$ cat src/rtl/acc_cpu_sequencer.sv
// acc_cpu_sequencer: multi-cycle fetch/decode/execute controller for the
// accumulator machine. It drives register load strobes, mux selects, the ALU
// opcode and the memory request lines, with a memory ready handshake and
// timeout, conditional jump, halt/run control and a retired-instruction counter.
//
// Optional feature macro: ACC_SEQ_ILLEGAL_TRAP_EN
//   defined   : undefined opcodes (A-E) trap to ERROR without retiring
//   undefined : undefined opcodes execute as NOP
//
// Ports:
//   clk, reset          clock, asynchronous active-high reset
//   run                 leaves IDLE/HALTED when high
//   ir                  current IR contents; opcode is the top OPC_W bits
//   acc_zero            ACC == 0, used by JZ
//   mem_ready           memory completes the current request this cycle
//   mem_req, mem_we     memory request and direction (1 = write)
//   mar_load, mar_sel   MAR load; source 0 = PC, 1 = ir address field
//   mbr_load, mbr_sel   MBR load; source 0 = memory data, 1 = ACC
//   ir_load             load IR from MBR
//   pc_inc, pc_load     PC increment / load from ir address field
//   acc_load, acc_sel   ACC load; source 0 = ALU result, 1 = MBR
//   alu_op              ALU opcode, valid in EXEC_WB, zero elsewhere
//   halted, error       state is HALTED / ERROR
//   retired             completed-instruction count, wraps
module acc_cpu_sequencer #(
  parameter int unsigned DATA_W      = 16,
  parameter int unsigned OPC_W       = 4,
  parameter int unsigned TIMEOUT_CYC = 255,
  parameter int unsigned CNT_W       = 32
) (
  input  logic              clk,
  input  logic              reset,
  input  logic              run,
  input  logic [DATA_W-1:0] ir,
  input  logic              acc_zero,
  input  logic              mem_ready,
  output logic              mem_req,
  output logic              mem_we,
  output logic              mar_load,
  output logic              mar_sel,
  output logic              mbr_load,
  output logic              mbr_sel,
  output logic              ir_load,
  output logic              pc_inc,
  output logic              pc_load,
  output logic              acc_load,
  output logic              acc_sel,
  output logic [3:0]        alu_op,
  output logic              halted,
  output logic              error,
  output logic [CNT_W-1:0]  retired
);

  // Wait counter holds 0 .. TIMEOUT_CYC-1 while a memory state is stalled
  localparam int unsigned TO_W    = (TIMEOUT_CYC < 2) ? 1 : $clog2(TIMEOUT_CYC);
  localparam int unsigned TO_LAST = (TIMEOUT_CYC == 0) ? 0 : TIMEOUT_CYC - 1;

  typedef enum logic [3:0] {
    IDLE, FETCH_A, FETCH_M, FETCH_IR, DECODE,
    EXEC_A, EXEC_M, EXEC_WB, HALTED, ERROR
  } state_t;

  state_t          state;
  logic [TO_W-1:0] tcnt;
  logic [OPC_W-1:0] opc;

  logic is_nop, is_load, is_store, is_alu, is_jump, is_jz, is_halt;
  logic jump_taken, timeout_hit;

  // Address field is consumed by the datapath, not by the sequencer
  logic unused_addr;
  assign unused_addr = ^ir[DATA_W-OPC_W-1:0];

  assign opc      = ir[DATA_W-1 -: OPC_W];
  assign is_nop   = (opc == OPC_W'(4'h0));
  assign is_load  = (opc == OPC_W'(4'h1));
  assign is_store = (opc == OPC_W'(4'h2));
  assign is_alu   = (opc >= OPC_W'(4'h3)) && (opc <= OPC_W'(4'h7));
  assign is_jump  = (opc == OPC_W'(4'h8));
  assign is_jz    = (opc == OPC_W'(4'h9));
  assign is_halt  = (opc == OPC_W'(4'hF));

  assign jump_taken  = is_jump || (is_jz && acc_zero);
  assign timeout_hit = (TIMEOUT_CYC != 0) && (tcnt == TO_W'(TO_LAST));

  // State, wait counter and retire counter
  always_ff @(posedge clk or posedge reset) begin
    if (reset) begin
      state   <= IDLE;
      tcnt    <= '0;
      retired <= '0;
    end else begin
      case (state)
        IDLE, HALTED: if (run) state <= FETCH_A;
        FETCH_A: begin
          state <= FETCH_M;
          tcnt  <= '0;
        end
        FETCH_M: begin
          if (mem_ready)        state <= FETCH_IR;
          else if (timeout_hit) state <= ERROR;
          else                  tcnt  <= tcnt + TO_W'(1);
        end
        FETCH_IR: state <= DECODE;
        DECODE: begin
          if (is_halt) begin
            state   <= HALTED;
            retired <= retired + CNT_W'(1);
          end else if (is_load || is_store || is_alu) begin
            state <= EXEC_A;
          end else if (is_nop || is_jump || is_jz) begin
            state   <= FETCH_A;
            retired <= retired + CNT_W'(1);
          end else begin
`ifdef ACC_SEQ_ILLEGAL_TRAP_EN
            state <= ERROR;
`else
            state   <= FETCH_A;
            retired <= retired + CNT_W'(1);
`endif
          end
        end
        EXEC_A: begin
          state <= EXEC_M;
          tcnt  <= '0;
        end
        EXEC_M: begin
          if (mem_ready) begin
            if (is_store) begin
              state   <= FETCH_A;
              retired <= retired + CNT_W'(1);
            end else begin
              state <= EXEC_WB;
            end
          end else if (timeout_hit) begin
            state <= ERROR;
          end else begin
            tcnt <= tcnt + TO_W'(1);
          end
        end
        EXEC_WB: begin
          state   <= FETCH_A;
          retired <= retired + CNT_W'(1);
        end
        ERROR:   state <= ERROR;
        default: state <= ERROR;
      endcase
    end
  end

  // Strobes decoded from the state register; MBR capture follows mem_ready
  always_comb begin
    mem_req  = 1'b0;
    mem_we   = 1'b0;
    mar_load = 1'b0;
    mar_sel  = 1'b0;
    mbr_load = 1'b0;
    mbr_sel  = 1'b0;
    ir_load  = 1'b0;
    pc_inc   = 1'b0;
    pc_load  = 1'b0;
    acc_load = 1'b0;
    acc_sel  = 1'b0;
    alu_op   = 4'b0000;
    halted   = (state == HALTED);
    error    = (state == ERROR);
    case (state)
      FETCH_A: mar_load = 1'b1;
      FETCH_M: begin
        mem_req  = 1'b1;
        mbr_load = mem_ready;
      end
      FETCH_IR: begin
        ir_load = 1'b1;
        pc_inc  = 1'b1;
      end
      DECODE: pc_load = jump_taken;
      EXEC_A: begin
        mar_load = 1'b1;
        mar_sel  = 1'b1;
        mbr_load = is_store;
        mbr_sel  = is_store;
      end
      EXEC_M: begin
        mem_req  = 1'b1;
        mem_we   = is_store;
        mbr_load = mem_ready && !is_store;
      end
      EXEC_WB: begin
        acc_load = 1'b1;
        acc_sel  = is_load;
        case (opc)
          OPC_W'(4'h4): alu_op = 4'b0001;
          OPC_W'(4'h5): alu_op = 4'b1000;
          OPC_W'(4'h6): alu_op = 4'b1001;
          OPC_W'(4'h7): alu_op = 4'b1010;
          default:      alu_op = 4'b0000;
        endcase
      end
      default: ;
    endcase
  end

endmodule
$ cat config.mk
export PLATFORM = sky130hd
export DESIGN_NAME = acc_cpu_sequencer
export DESIGN_NICKNAME = d
export VERILOG_FILES = /design/src/rtl/acc_cpu_sequencer.sv
export SDC_FILE = /design/constraint.sdc
export NUM_CORES = 1
export LEC_CHECK = 0
export BUFFER_PORTS_ARGS = -buffer_cell sky130_fd_sc_hd__buf_2
export CAP_MARGIN = 20
export CORE_MARGIN = 5
export CORE_UTILIZATION = 47
export CTS_CLUSTER_SIZE = 10
export DETAILED_ROUTE_END_ITERATION = 16
export PLACE_DENSITY = 0.85
export SYNTH_ARGS = -nofsm -noshare
export SYNTH_HDL_FRONTEND = slang
export SYNTH_SLANG_ARGS = --single-unit
$ cat constraint.sdc
create_clock -name clk -period 1.7 [get_ports clk]
set_input_delay 0.255 -clock clk [delete_from_list [all_inputs] [get_ports clk]]
set_output_delay 0.255 -clock clk [all_outputs]
set_load 0.005 [all_outputs]
==> impl_metrics.py <==
metrics = {
    "status": {
        "status": "finished, violations left",
        "violations": "setup timing",
    },
    "floorplan": {
        "io_pins": 70,
        "dieArea_um2": 6610,
        "die_h_um": 81.3,
        "fp-row-count": 26,
        "start_util": 0.477,
        "fp.dieW_um": 81.3,
        "core_area_um2": 5010,
    },
    "worst_setup_path": {
        "path_cells": "or2b_1 > a21oi_4 > or4_4 > buf_6 > nor3_4 > xor2_1",
        "critPathRequiredTime_ns": 1.91,
        "cpLargestDelayFamily": "simple AND/OR/NAND/NOR gates",
        "critical_path_buf_inv_count": 1,
        "reg2reg_from": "state[1]$_DFFE_PP0P_",
        "end_kind": "flop",
        "worstPathMaxFanout": 6,
        "crit_arrival_ns": 2.01,
        "critical_path_class": "reg2reg",
        "start_kind": "flop",
        "worst_path_largest_cell_delay_ns": 0.49,
        "reg2reg_to": "retired[9]$_DFFE_PP0P_",
        "r2r_slack_ns": -0.10,
        "rr_worst_depth": 6,
        "cp_slowest_cell": "or4_4",
    },
    "timing": {
        "fin_tns_setup_ns": -0.622,
        "setup-violations-final": 16,
        "hold_viol": 0,
        "drv_slew": 0,
        "fin_crit_ns": 1.80,
        "finClkSkew_ns": 0.00782,
        "rsz0062_at_grt": "yes",
        "fmax_mhz": 555,
        "setup_ws_ns": -0.100,
        "period_share": 1.06,
    },
    "detailed_routing": {
        "via_count": 2328,
        "ant_nets": 0,
        "first_pass_iters": 4,
        "drcViolationCount": 0,
        "vias_per_cell": 5.48,
        "drtIter0Drc": 110,
        "avgRoutedWirePerCell_um": 16.2,
        "routed_wl_um": 6900,
    },
    "place": {
        "dp_hpwl_um": 4310,
        "dp.cells": 411,
        "port_buffers": 56,
        "gp_congestion": 0.906,
        "place_area_um2": 3060,
    },
    "clock_network": {
        "cts.sinks": 44,
        "clock_path_buffers": 2,
        "cts-root-buf": "clkbuf_8",
        "cts_made_buffers": 5,
        "hold_buffers": 0,
        "htree_num_levels": 2,
        "cts_tree": "built",
        "clk_latency_ns": 0.30,
        "clkTransAtPathRegs_ns": 0.08,
    },
    "final_layout": {
        "seq_area_um2": 1100,
        "final_common_cell": "buf_2",
        "final_cell_mix": "buf_2 (56), dfrtp_1 (44), buf_4 (39), xnor2_1 (21)",
        "drive_gt1_frac": 0.468,
        "multiInputGateArea_um2": 1490,
        "fin_cells": 425,
        "antenna_cells": 0,
        "fin_area_um2": 3580,
        "final_util": 0.715,
        "syn_to_final_growth_pct": 49.8,
        "n_fill_cell": 372,
        "finalNetCount": 379,
    },
    "grt": {
        "antenna_found_initial": 0,
        "grtUsageTotal": 0.195,
        "grt_pass1_wl_um": 10000,
        "grt_pass1_vias": 2282,
        "grt_max_degree": 45,
        "grt-ovfl-total": 0,
    },
    "yosys": {
        "yosys.area.top_type": "dfrtp_1",
        "syn_avg_cell_area_um2": 9.56,
        "yosysWarnings": 0,
        "syn_area_um2": 2390,
        "async_flop_share": 1.00,
        "synth_top_flop_cell": "dfrtp_1",
        "postSynthCellCount": 250,
        "synth_cell_types": 41,
        "synth_edf_count": 0,
        "ys_seq_elements": 44,
        "synth.top_cell.area_share": 0.460,
        "netlist_top_cells_area": "dfrtp_1 (46%), xnor2_1 (8.8%), xor2_1 (4.4%), nand4_1 (4.2%), nor2_1 (4.1%)",
        "syn_nets": 274,
        "ys_seq_area_frac": 0.460,
    },
    "power": {
        "ir_drop_uv": 799,
        "p_leak_nw": 1.78,
        "powerDensity_nw_per_um2": 1090,
    },
    "job": {
        "drv_cap": 0,
    },
    "hold_path": {
        "hold_class": "in2async",
    },
}
-- worst reg2reg max path: cells and delay by family (launching register included) --
family	cells	cell delay, ns
buf+inv	1	0.17
compound gates	1	0.06
simple gates	3	0.84
flops	1	0.43
xor+xnor	1	0.21
-- registers in the layout, summed over array words and instances (netlist names) --
signal,flops
retired,32
tcnt,8
state,4
-- metrics by stage --
step,power [mW],hold WS [ns],worst slack (ns)
3_5_place_dp,2.64,0.336,-0.207
5_1_grt,4.09,0.0212,-0.155
2_1_floorplan,2.02,0.413,-0.0224
6_report,3.90,0.00326,-0.100
3_3_place_gp,2.58,0.330,-0.148
4_1_cts,3.73,0.0137,-0.0789
-- worst max-delay path by stage --
stage / from / to / slack, ns / depth (start not counted)
finish: state[1]$_DFFE_PP0P_ / retired[9]$_DFFE_PP0P_ / -0.10 / 6
global route: state[1]$_DFFE_PP0P_ / mbr_load / -0.16 / 6
CTS: state[1]$_DFFE_PP0P_ / mbr_load / -0.08 / 6
detailed placement: ir[14] / retired[31]$_DFFE_PP0P_ / -0.21 / 7
global placement: ir[14] / retired[31]$_DFFE_PP0P_ / -0.15 / 7
floorplan: ir[12] / retired[31]$_DFFE_PP0P_ / -0.02 / 7
-- cell families (layout without fill, tap and decap cells) --
group           Yosys count  after routing  share of synthesized area
simple gates            119            119                      0.274
compound gates           22             22                     0.0623
buf+inv                  23            128                     0.0450
flops                    44             44                      0.460
xor+xnor                 36             36                      0.132
other cells               1              1                    0.00157
fa+ha+maj                 3              3                     0.0157
mux                       2              2                    0.00942
-- power by group --
group	leakage [nW]	switching [mW]	internal, mW
logic	1.13	0.916	0.791
registers	0.581	0.0782	1.17
clock network	0.0642	0.362	0.579
-- cell usage after synthesis (all sizes together) (2+ instances only) --
| master | number |
|---|---|
| dfrtp | 44 |
| nor2 | 26 |
| xnor2 | 24 |
| nand2 | 21 |
| nand3 | 17 |
| nand4 | 16 |
| nor3 | 16 |
| inv | 14 |
| xor2 | 12 |
| nor4 | 9 |
| a21oi | 7 |
| buf | 6 |
| o21ai | 6 |
| and3 | 4 |
| clkbuf | 3 |
| ha | 3 |
| a31oi | 2 |
| mux2 | 2 |
| or2b | 2 |
| or3 | 2 |
-- layer usage --
metal | GRT usage | part of all wire
met1 | 0.224 | 0.38
met2 | 0.354 | 0.54
met3 | 0.0333 | 0.063
met4 | 0.0845 | 0.020
met5 | 0 | 0
-- area by class of cell --
class | count | area share
clock buffer | 5 | 0.0192
sequential | 44 | 0.307
tap | 70 | 0.0245
multi-input combinational | 183 | 0.415
clock inverter | 2 | 0.0168
timing repair buffer | 107 | 0.201
inverter | 14 | 0.0154
-- timing repair --
action,CTS,global route
cloned,0,0
setup endpoints to repair,26,39
resized for setup,35,36
buffers inserted,4,4
pin swaps,17,22
No activity file was read; power rests on OpenSTA's default activity.
